--- src/rtl/vga_sdram_read_bridge.sv ---
// Line-read bridge from the VGA pixel-cache adapter to the SDRAM controller.
// Each miss is fetched as one 8-beat burst. A one-line hit register and a one-entry pending slot sit in front of SDRAM.
module vga_sdram_read_bridge #(
    parameter int unsigned BURST_LEN = 8,
    parameter int unsigned DATA_W    = 16
) (
    input  logic                        iclk_50,
    input  logic                        ireset,
    input  logic                        iread_req,
    input  logic [21:0]                 iread_address,
    output logic [BURST_LEN*DATA_W-1:0] oread_data,
    output logic                        oread_ack,
    output logic                        oburst_req,
    output logic [24:0]                 oburst_address,
    input  logic                        iburst_grant,
    input  logic [DATA_W-1:0]           iburst_data,
    input  logic                        iburst_valid
);
    localparam int unsigned LINE_W = BURST_LEN * DATA_W;
    localparam int unsigned ADDR_W = 22;
    localparam int unsigned CNT_W  = $clog2(BURST_LEN);
    localparam int unsigned IDX_W  = $clog2(LINE_W);
    localparam logic [CNT_W-1:0] LAST_BEAT = CNT_W'(BURST_LEN - 1);

    typedef enum logic [1:0] {
        ST_IDLE    = 2'd0,
        ST_REQ     = 2'd1,
        ST_COLLECT = 2'd2,
        ST_ACK     = 2'd3
    } state_t;

    state_t              state_q, state_d;
    logic [ADDR_W-1:0]   cur_addr_q, cur_addr_d;
    logic [ADDR_W-1:0]   hit_addr_q, hit_addr_d;
    logic                hit_valid_q, hit_valid_d;
    logic [ADDR_W-1:0]   pend_addr_q, pend_addr_d;
    logic                pend_valid_q, pend_valid_d;
    logic [CNT_W-1:0]    beat_cnt_q, beat_cnt_d;
    logic [LINE_W-1:0]   line_q, line_d;
    logic [LINE_W-1:0]   data_q, data_d;
    logic                ack_q;
    logic                breq_q;
    logic [24:0]         baddr_q;

    logic                req_other;
    logic                pend_eff_valid;
    logic [ADDR_W-1:0]   pend_eff_addr;
    logic [IDX_W-1:0]    beat_lsb;

    // Next-state and datapath updates
    always_comb begin
        state_d        = state_q;
        cur_addr_d     = cur_addr_q;
        hit_addr_d     = hit_addr_q;
        hit_valid_d    = hit_valid_q;
        pend_addr_d    = pend_addr_q;
        pend_valid_d   = pend_valid_q;
        beat_cnt_d     = beat_cnt_q;
        line_d         = line_q;
        data_d         = data_q;
        beat_lsb       = IDX_W'(beat_cnt_q) * IDX_W'(DATA_W);

        // A request this cycle for a different line overrides the slot (last wins)
        req_other      = iread_req && (iread_address != cur_addr_q);
        pend_eff_valid = pend_valid_q;
        pend_eff_addr  = pend_addr_q;
        if (req_other) begin
            pend_eff_valid = 1'b1;
            pend_eff_addr  = iread_address;
        end

        case (state_q)
            ST_IDLE: begin
                if (iread_req) begin
                    if (hit_valid_q && (iread_address == hit_addr_q)) begin
                        state_d = ST_ACK;
                    end else begin
                        cur_addr_d = iread_address;
                        state_d    = ST_REQ;
                    end
                end
            end
            ST_REQ: begin
                pend_valid_d = pend_eff_valid;
                pend_addr_d  = pend_eff_addr;
                if (iburst_grant) begin
                    beat_cnt_d = '0;
                    state_d    = ST_COLLECT;
                end
            end
            ST_COLLECT: begin
                pend_valid_d = pend_eff_valid;
                pend_addr_d  = pend_eff_addr;
                if (iburst_valid) begin
                    line_d[beat_lsb +: DATA_W] = iburst_data;
                    beat_cnt_d                 = beat_cnt_q + CNT_W'(1);
                    if (beat_cnt_q == LAST_BEAT) begin
                        data_d       = line_d;
                        hit_addr_d   = cur_addr_q;
                        hit_valid_d  = 1'b1;
                        pend_valid_d = 1'b0;
                        // A newer line supersedes this one: refetch without acking
                        if (pend_eff_valid && (pend_eff_addr != cur_addr_q)) begin
                            cur_addr_d = pend_eff_addr;
                            state_d    = ST_REQ;
                        end else begin
                            state_d = ST_ACK;
                        end
                    end
                end
            end
            ST_ACK: begin
                state_d = ST_IDLE;
            end
            default: begin
                state_d = ST_IDLE;
            end
        endcase
    end

    // State and output registers; outputs follow the next state
    always_ff @(posedge iclk_50) begin
        if (ireset) begin
            state_q      <= ST_IDLE;
            cur_addr_q   <= '0;
            hit_addr_q   <= '0;
            hit_valid_q  <= 1'b0;
            pend_addr_q  <= '0;
            pend_valid_q <= 1'b0;
            beat_cnt_q   <= '0;
            line_q       <= '0;
            data_q       <= '0;
            ack_q        <= 1'b0;
            breq_q       <= 1'b0;
            baddr_q      <= '0;
        end else begin
            state_q      <= state_d;
            cur_addr_q   <= cur_addr_d;
            hit_addr_q   <= hit_addr_d;
            hit_valid_q  <= hit_valid_d;
            pend_addr_q  <= pend_addr_d;
            pend_valid_q <= pend_valid_d;
            beat_cnt_q   <= beat_cnt_d;
            line_q       <= line_d;
            data_q       <= data_d;
            ack_q        <= (state_d == ST_ACK);
            breq_q       <= (state_d == ST_REQ);
            if (state_d == ST_REQ) begin
                baddr_q <= {cur_addr_d, CNT_W'(0)};
            end
        end
    end

    assign oread_data     = data_q;
    assign oread_ack      = ack_q;
    assign oburst_req     = breq_q;
    assign oburst_address = baddr_q;

endmodule

--- config.mk ---
export PLATFORM = sky130hd
export DESIGN_NAME = vga_sdram_read_bridge
export DESIGN_NICKNAME = d
export VERILOG_FILES = /design/src/rtl/vga_sdram_read_bridge.sv
export SDC_FILE = /design/constraint.sdc
export NUM_CORES = 1
export LEC_CHECK = 0
export BUFFER_PORTS_ARGS = -buffer_cell sky130_fd_sc_hd__clkbuf_2
export CAP_MARGIN = 30
export CORE_MARGIN = 2
export CORE_UTILIZATION = 52
export DETAILED_ROUTE_END_ITERATION = 16
export GPL_TIMING_DRIVEN = 0
export PLACE_DENSITY = 0.71
export SLEW_MARGIN = 0
export SYNTH_ARGS = -nofsm -noshare
export SYNTH_HDL_FRONTEND = slang
export SYNTH_SLANG_ARGS = --single-unit
--- constraint.sdc ---
create_clock -name iclk_50 -period 3.41 [get_ports iclk_50]
set_clock_uncertainty 0.05 [all_clocks]
set_input_delay 0.341 -clock iclk_50 [delete_from_list [all_inputs] [get_ports iclk_50]]
set_output_delay 0.341 -clock iclk_50 [all_outputs]
set_load 0.05 [all_outputs]
=== After elaboration in Yosys (flattened, before gate mapping) ===
Cells that the tools add are included.

* Flip-flop bits (word level): 353
* Input bits: 43
* Output and inout port bits: 155

* Add/sub/neg operators: 2
* Equal/unequal tests: 11
* Shift operators: 2
* Multiplexer cells: 22
* Reduce and logical (&&, ||, !) cells: 9

{| class="wikitable"
|+ Operators with widths
! kind !! number
|-
| 2-to-1 mux 22 bit || 6
|-
| bitwise mux 128 bit || 1
|-
| variable shift 16 x 9 -> 128 bit, first input constant || 1
|-
| indexed part select 16 x 9 -> 128 bit || 1
|-
| inequality test 22 bit || 2
|-
| case mux 22 bit (2 select lines) || 1
|-
| equality test 22 bit || 1
|-
| 2-to-1 mux 2 bit || 6
|-
| negator 7 -> 9 bit || 1
|-
| case mux 2 bit (4 select lines) || 1
|-
| equality test 2 bit, second input constant || 3
|-
| 2-to-1 mux 3 bit || 2
|-
| case mux 3 bit (2 select lines) || 1
|-
| AND reduction 3 bit || 2
|-
| equality test 2 x 1 -> 1 bit, second input constant || 2
|-
| inequality test 2 bit, second input constant || 2
|-
| adder 3 x 1 -> 3 bit, second input constant || 1
|-
| equality test 3 bit, second input constant || 1
|-
| logical AND 1 bit || 3
|-
| 2-to-1 mux 1 bit || 3
|-
| logical NOT 2 bit || 1
|-
| case mux 1 bit (2 select lines) || 1
|-
| AND reduction 2 bit || 1
|-
| nonzero test 2 bit || 1
|-
| OR reduction 2 bit || 1
|}

=== Logic depth before layout (Yosys ltp) ===
Gate-level depths: netlist (run 1).

* Depth after elaboration: 10
* Depth in mapped cells: 13

=== Least setup slack after synthesis (run 1) ===
Ideal clock, no wire load.

* Kind: input port to flip-flop
* From: input iread_address[8]
* To: register baddr_q[14], in the netlist oburst_address[14]
* Data arrival time: 2.849 ns
* Slack: 0.430 ns
* Stages on the path: 12
* Path through: clkbuf_1 > xnor2_1 > nand3_1 > nor4_4 > o221ai_2 > a2111oi_4 > nand4_2 > o31a_1 > buf_6 > buf_6 > o211a_1 > a211oi_2

* Longest elaborated chain between the ends: 10

{| class="wikitable"
|+ RTL lines
! item !! line !! source
|-
| from (decl) || 10 || <nowiki>input logic [21:0] iread_address,</nowiki>
|-
| inequality test 22 bit || 64 || <nowiki>req_other = iread_req && (iread_address != cur_addr_q);</nowiki>
|-
| logical AND 1 bit || 64 ||
|-
| 2-to-1 mux 22 bit || 67 || <nowiki>if (req_other) begin</nowiki>
|-
| inequality test 22 bit || 103 || <nowiki>if (pend_eff_valid && (pend_eff_addr != cur_addr_q)) begin</nowiki>
|-
| logical AND 1 bit || 103 ||
|-
| 2-to-1 mux 2 bit || 103 ||
|-
| 2-to-1 mux 2 bit || 97 || <nowiki>if (beat_cnt_q == LAST_BEAT) begin</nowiki>
|-
| 2-to-1 mux 2 bit || 94 || <nowiki>if (iburst_valid) begin</nowiki>
|-
| case mux 2 bit (4 select lines) || 72 || <nowiki>case (state_q)</nowiki>
|-
| equality test 2 x 1 -> 1 bit || 148 || <nowiki>if (state_d == ST_REQ) begin</nowiki>
|-
| to (signal assigned) || 149 || <nowiki>baddr_q <= {cur_addr_d, CNT_W'(0)};</nowiki>
|-
| to (decl) || 43 || <nowiki>logic [24:0] baddr_q;</nowiki>
|}

Several ways; a longest one is shown, not always the timed one.
A chain may end at the register's enable or synchronous reset.

=== Worst setup path in the final report (run 1) ===
* From: register hit_addr_q[5]
* To: register baddr_q[23], in the netlist oburst_address[23]

* Longest elaborated chain between the ends: 6

{| class="wikitable"
|+ RTL lines
! item !! line !! source
|-
| from (decl) || 34 || <nowiki>logic [ADDR_W-1:0] hit_addr_q, hit_addr_d;</nowiki>
|-
| from (signal assigned) || 139 || <nowiki>hit_addr_q <= hit_addr_d;</nowiki>
|-
| equality test 22 bit * || 75 || <nowiki>if (hit_valid_q && (iread_address == hit_addr_q)) begin</nowiki>
|-
| logical AND 1 bit * || 75 ||
|-
| 2-to-1 mux 2 bit || 75 ||
|-
| 2-to-1 mux 2 bit || 74 || <nowiki>if (iread_req) begin</nowiki>
|-
| case mux 2 bit (4 select lines) || 72 ||
|-
| equality test 2 x 1 -> 1 bit || 148 ||
|}

Every way passes the cells marked *; elsewhere a longest branch is shown, timed or not.

==> summary.md, run 1 <==
The largest individual stage delay along the critical path comes from the cell nor4_1. The cell area that synthesis handed to floorplanning was 0.01533 mm^2. The logs give 10.90 ps for the final worst setup slack and 0.0004589 V for the largest voltage drop on the vdd net.

Root cell of the clock tree: clkbuf_16. The worst path buffer plus inverter count is 1. The die covers 0.03086 mm^2. For the final antenna-violating net count, the log shows 0.

The longest clock path from root to sink contains 3 buffers. The path with the worst hold slack has its endpoint at pend_addr_q[14]. Clock tree synthesis inserted a total of 38 buffers.

Entering global routing, the biggest net connects 15 pins. The number of hold buffers added after CTS was 0. Walking the worst path, the cells encountered are xor2_1 -> nor4_1 -> nand4_1 -> o211ai_1 -> o21ai_2 -> clkbuf_1 -> a221oi_1 -> o211a_1 -> a211oi_2.

In this run the most critical hold path is launched from iread_address[14]. The initialized floorplan defines 62 standard-cell rows. Per-cell via count in the routed design: 5.860. Summed over all failing endpoints, the final setup total negative slack is 0 ps.

By area the synthesized netlist is led by dfxtp_1 46%, a211oi_1 11%, nor2_1 9.8%. Static timing analysis puts the maximum clock frequency at 0.2942 GHz. The starting DRC count in detailed routing came out at 1236. The family with the most delay on the worst path was compound AO/OA/AOI/OAI gates.

The tools report the data required time of the critical path as 3740 ps. The post-placement worst setup slack is -692.7 ps, and the met2 track demand over resource is 0.5440. Data on the critical path arrives at its endpoint at 3730 ps. Dividing the synthesized area by the synthesized cell count gives 8.338 um^2. The cell count after synthesis came out at 1838. The top-area cell type share of the netlist area was 0.4611; the number of global-route vias before repair was 13.89k. Yosys printed 0 warnings. Number of vias in the routed layout: 14.60k. The category of the critical setup timing path is reg2reg. Sort of element at the end of the critical path: a flip-flop. Counting flops and latches in the post-synthesis netlist gives 353.

From bottom edge to top edge, the die measures 175.7 um. The final period utilization works out to 0.9968. The clock latency at the later pin of the worst-skew pair was 540 ps. The first global-routing pass estimated 77.65 mm of wire. The share of post-route cells with drive strength above 1 is 0.1580. The largest area contributor in the synthesized netlist was dfxtp_1. Global placement routability congestion: 0.9455. In this run, synthesis inferred 0 flip-flops with an integrated enable. Clock-pin transition on the worst setup and hold timing paths: 60 ps.

Measured in cells, the most critical reg-to-reg path has a length of 9. Register-to-register setup slack: 10 ps. Detailed placement ended at an HPWL of 36.92 mm.

The H-tree was split into 2 levels. The global routing usage summed across all routing layers is 0.3220, and the async set-or-reset flop fraction in the synthesized netlist is 0. The utilization after layout is 0.6346, and the met3 layer usage reported by global route is 0.04848. For the final hold violation count, the log shows 0.

Most used flip-flop cell after synthesis: dfxtp_1. The number of different library cells used by synthesis comes to 61. The largest fanout on the critical path was 10.

Type of the worst min-delay path: in2reg. For this run, the detailed router's first-pass iteration total came to 6. The final-report setup violation count was 0. Share of the yosys chip area belonging to registers: 0.4611.

Max-slew violation total from the final report: 0. For the pin with the worst max-slew slack, the measured transition is 958.2 ps. After the last flow step, the layout net total stands at 2131.

For the overflow left after global routing, the log shows 0. The worst register-to-register path begins at hit_addr_q[5]. The tree built by TritonCTS fans out to 353 sinks. In the post-synthesis netlist, the cell with the most instances is nor2_1. Setup repair after global routing left no endpoint under its margin. The count of cells along the worst hold path is 3, and the initial antenna violation count is 1.

From synthesis to final layout, the design area changed by 19.50%. TritonCTS built the clock tree. By count the netlist is led by 400 x nor2_1, 353 x dfxtp_1, 228 x a211oi_1, 180 x nand2_1, 160 x a21oi_1.

For this run, design rule violations remaining after detail routing come to 0. The most congested layer reported by global routing was met2. The shortest period the worst path allows was 3399 ps. The total area inside the core boundary comes to 0.02886 mm^2. The number of primary I/O pins is 198, and the worst slew margin relative to its limit is 0.3598. The destination of the worst register-to-register timing path was oburst_address[23].

For the leakage component of the power, the log shows 0.006701 uW. The run finished with clean final reports. The die is 175.7 um wide. Buffers placed on the I/O ports in this run total 191. Fill cells in the final layout number 2577. After detailed routing, the average wire length per cell comes to 20.62 um. The tools report the initial standard-cell utilization of the core as 0.5311. The routed design has 51.37 mm of wire. For the met1 track demand over resource in global routing, the log shows 0.4047.

The ratio of total power to cell area was 629.0 mW/mm^2. The run gives 0 as the max-capacitance violation count. Kind of launch point of the worst setup path: a flip-flop. For this run, the slowest stage of the critical path takes 490 ps.
-- metal layers --
layer | wire (um) | vias up | part of all wire
li1 | - | 6929 | -
met1 | 21340 | 6952 | 0.42
met2 | 24320 | 588 | 0.47
met3 | 3317 | 135 | 0.065
met4 | 2398 | 0 | 0.047
met5 | 0 | - | 0
-- area by class of cell --
class | count | area (um^2) | area share
flip-flops and latches | 353 | 7073 | 0.3862
multi-input cells | 1303 | 7687 | 0.4198
diodes | 1 | 2.502 | 0.0001366
inverters | 31 | 116.4 | 0.006354
clock buffers | 49 | 1054 | 0.05753
clock inverters | 20 | 264.0 | 0.01442
plain buffers | 153 | 628.1 | 0.03430
repair buffers | 198 | 1008 | 0.05507
well taps | 384 | 480.5 | 0.02623
-- logic make-up after synthesis --
kind of cell,after synthesis,share of synthesized area
muxes,64,0.04221
other,1,0.0002447
xor gates and xnor gates,62,0.03543
buffers and inverters,184,0.04809
adders and majority gates,10,0.008164
AOI/OAI and AO/OA,484,0.2206
and+or+nand+nor,680,0.1842
DFF,353,0.4611
-- sequential cells by signal (all words and copies together), names as in the netlist --
| register | count |
|---|---|
| oburst_address | 22 |
| cur_addr_q | 22 |
| beat_cnt_q | 3 |
| oread_ack | 1 |
| line_q | 128 |
| state_q | 2 |
| oburst_req | 1 |
| hit_addr_q | 22 |
| pend_addr_q | 22 |
| oread_data | 128 |
| hit_valid_q | 1 |
| pend_valid_q | 1 |
-- worst min-delay path: stages --
cell and delay (ps):
clkbuf_2 140, mux2i_1 80, nor2_1 70
-- how the worst max path moves through the flow --
stage	startpoint	to	slack, ps	depth (start not counted)
floorplan	iread_address[8]	oburst_address[14]	430	12
global placement	iread_address[6]	oburst_address[11]	-720	12
detailed placement	iread_address[6]	oburst_address[23]	-690	12
CTS	cur_addr_q[9]	oburst_address[23]	1	12
global route	cur_addr_q[20]	oburst_address[11]	1	13
finish	hit_addr_q[5]	oburst_address[23]	10	9
-- where the power goes --
group / leakage, uW / internal, uW / switching, uW
combinational: 0.00320 / 772 / 1680
sequential: 0.00286 / 4460 / 253
clock: 0.000645 / 2580 / 1760
total: 0.00670 / 7820 / 3700
-- through the flow --
step | instances | power [uW] | instance area, um^2 | hold slack (ps)
after floorplan | 1840 | 6441 | 15330 | 386.0
after global placement | 2415 | 7110 | 16770 | 391.4
after detailed placement | 2415 | 7156 | 16770 | 397.9
after CTS | 2487 | 11470 | 18190 | 84.73
after global routing | 2492 | 11900 | 18310 | 100.6
final | 2492 | 11520 | 18310 | 90.29
-- timing repair --
item,in CTS,in global routing
setup endpoints to repair,160,107
setup buffers,3,4
gates resized for setup,14,23
pin swaps,2,6
endpoints found under the hold margin,0,0
-- cells in the final DEF (no fill, tap or decap), types with 9 or more instances in the layout --
cell / netlist / routed
nor2_1: 400 / 399
dfxtp_1: 353 / 348
a211oi_1: 228 / 228
clkbuf_2: 0 / 195
nand2_1: 180 / 180
a21oi_1: 160 / 159
clkbuf_1: 128 / 130
mux2i_1: 59 / 59
clkbuf_16: 0 / 39
xor2_1: 38 / 37
inv_1: 31 / 31
a221oi_1: 23 / 23
nand3_1: 24 / 22
and3_1: 22 / 22
xnor2_1: 24 / 18
o211a_1: 17 / 17
nand4_1: 11 / 11
buf_4: 3 / 11
a211oi_2: 10 / 10
ha_1: 10 / 10
buf_1: 9 / 9
buf_2: 10 / 9
o21ai_0: 9 / 9
No activity file was read; power rests on OpenSTA's default activity.
==> run 2, diff against run 1 <==
--- a/config.mk
+++ b/config.mk
@@ -12,6 +12,7 @@
 export DETAILED_ROUTE_END_ITERATION = 16
 export GPL_TIMING_DRIVEN = 0
 export PLACE_DENSITY = 0.71
+export RECOVER_POWER = 50
 export SLEW_MARGIN = 0
 export SYNTH_ARGS = -nofsm -noshare
 export SYNTH_HDL_FRONTEND = slang
==> summary.md, run 2 (synthesized netlist as in run 1, its figures left out) <==
The flow ran to the end, and the final reports show no timing, DRC or antenna violations. Detailed placement finished with a half-perimeter wire length of 36.92 mm. The max-slew violation total from the final report is 0. For this run, design rule violations remaining after detail routing come to 0. The share of post-route cells with drive strength above 1 came out at 0.08543. Dividing the detail-routed wire length by the instance count gives 20.61 um. The largest fanout on the critical path came out at 10. The path depth of the worst reg2reg path is 9. For the worst setup path, the data arrival time is 3700 ps. The net count of the finished layout is 2131.

The register-to-register setup slack is 40 ps, and the final hold slack is 87.96 ps. The worst hold path was traced through 3 stages. The tools report the routed wire length as 51.35 mm. In this run, CTS created clock tree buffers numbering 38. In this run the worst hold path is classified as in2reg. The run gives 3740 ps as the data required time of the critical path. For the max-capacitance violation count, the log shows 0.

From synthesis to final layout, the design area changed by 18.24%. The tools report the largest voltage drop on the vdd net as 0.0004575 V. The worst path in the final design needs a cycle of 3368 ps, including I/O delays and setup.

The kind of launch point of the worst setup path is a flip-flop. The detail route stage leaves a number of antenna-violating nets equal to 0. The logs give 353 for the number of sinks handled by clock tree synthesis and 42.36 ps for the final worst setup slack. In this run the deepest clock path goes through 3 buffers. The tools report the number of H-tree levels as 2.

The slowest stage of the critical path is the nor4_1 cell. In the layout the commonest cells are 400 x nor2_1, 348 x dfxtp_1, 284 x clkbuf_1. The congestion estimate from routability-driven global placement came to 0.9455.

The initial standard-cell utilization of the core came out at 0.5311. The worst slew margin relative to its limit is 0.3838. The most common library cell in the layout ignoring fill and taps is nor2_1. Clock-pin transition on the worst setup and hold timing paths: 60 ps. Category of the critical setup timing path: reg2reg.

Clock tree synthesis selected as its root buffer the cell clkbuf_16. Row generation in the floorplan step produced 62 rows. Entering global routing, the biggest net connects 15 pins. Traced cell by cell, the critical path runs through xor2_1 -> nor4_1 -> nand4_1 -> o211ai_1 -> o21ai_2 -> clkbuf_1 -> a221oi_1 -> o211a_1 -> a211oi_2. Based on the critical path, the design can be clocked at up to 0.2969 GHz.

Counting the fill cells in the layout gives 2648. Dividing the detail-routed via count by the number of cells gives 5.861. The startpoint identified for the worst hold timing path is iread_address[14]. Destination of the worst register-to-register timing path: oburst_address[23].

For this block, the initial DRC count from the detailed router was 1251. The die is 175.7 um tall. The number of primary I/O pins was 198. The placed instances occupy a cell area of 0.01677 mm^2. The logs give 14.61k for the number of vias in the routed layout and 0 for the final hold violation count. The worst setup path is captured at a flip-flop. The first detailed-routing pass took 6 iterations.

The core region is 0.02886 mm^2. The floorplan step set the die width to 175.7 um. The initial antenna violation count is 1, and the actual transition at the worst max-transition pin is 924.3 ps. In this run the power density over the cells is 633.6 mW/mm^2. The logs give 11480 uW for the final total power and 0.03086 mm^2 for the area of the die. The tools report the global routing usage summed across all routing layers as 0.3220. The utilization after layout is 0.6279. For this design the static power due to leakage is 0.006176 uW. Post-placement worst setup slack: -692.7 ps.

The logs give 77.65 mm for the first-pass GRT wire length and 13.89k for the number of global-route vias before repair. After routing the design area is 0.01812 mm^2. TritonCTS built the clock tree. The worst register-to-register path begins at hit_addr_q[5]. In this run, post-CTS hold repair placed 0 buffers. Setup repair after global routing left no endpoint under its margin. Final period utilization: 0.9876. Summed over all layers, the global routing overflow is 0. The clock reaches the later pin of the worst-skew pair after 540 ps. In this design, the stage delay of the slowest critical-path cell is 490 ps. The port buffer count is 191. The terminating pin of the worst hold path is pend_addr_q[14].

For the final-report setup violation count, the log shows 0.
run 2: worst max-delay path by stage:
stage	startpoint	end	cells past startpoint
6_report	hit_addr_q[5]	oburst_address[23]	9
2_1_floorplan	iread_address[8]	oburst_address[14]	12
3_5_place_dp	iread_address[6]	oburst_address[23]	12
4_1_cts	cur_addr_q[9]	oburst_address[23]	12
5_1_grt	cur_addr_q[20]	oburst_address[11]	13
3_3_place_gp	iread_address[6]	oburst_address[11]	12
run 2: timing repair:
| action | 4_1_cts | 5_1_grt |
|---|---|---|
| pin swaps | 2 | 6 |
| gates resized for setup | 14 | 23 |
| setup buffers | 3 | 4 |
| gates cloned | 0 | 0 |
| endpoints found under the setup margin | 160 | 107 |
run 2: power breakdown:
group,switching (uW),total [uW],internal (uW)
combinational,1680,2420,745
clock,1760,4340,2580
sequential,253,4720,4460
total,3690,11500,7790
run 2: through the flow:
step	setup TNS [ps]	cells
detailed placement	-24760	2415
global placement	-22250	2415
global route	0	2492
CTS	0	2487
floorplan	0	1840
finish	0	2492
run 2: metal layers:
| metal | routed length, um | vias to the layer above | track usage |
|---|---|---|---|
| met5 | 0 | - | 0 |
| met2 | 24270 | 606 | 0.5440 |
| li1 | - | 6937 | - |
| met3 | 3501 | 144 | 0.04848 |
| met4 | 2460 | 0 | 0.1525 |
| met1 | 21120 | 6918 | 0.4047 |
run 2: critical path, delay by kind of cell, from the launching register on:
kind	cells	cell delay (ps)
compound gates	5	1470
simple gates	2	810
buf+inv	1	360
xor+xnor	1	210
flops	1	330
run 2: layout make-up:
class	instances	area [um^2]	share of cell area
diodes	1	2.502	0.0001381
inverters	31	116.4	0.006421
repair buffers	198	818.3	0.04516
flip-flops and latches	353	7073	0.3903
clock inverters	20	264.0	0.01457
well taps	384	480.5	0.02651
plain buffers	153	628.1	0.03466
clock buffers	49	1054	0.05814
multi-input cells	1303	7685	0.4241
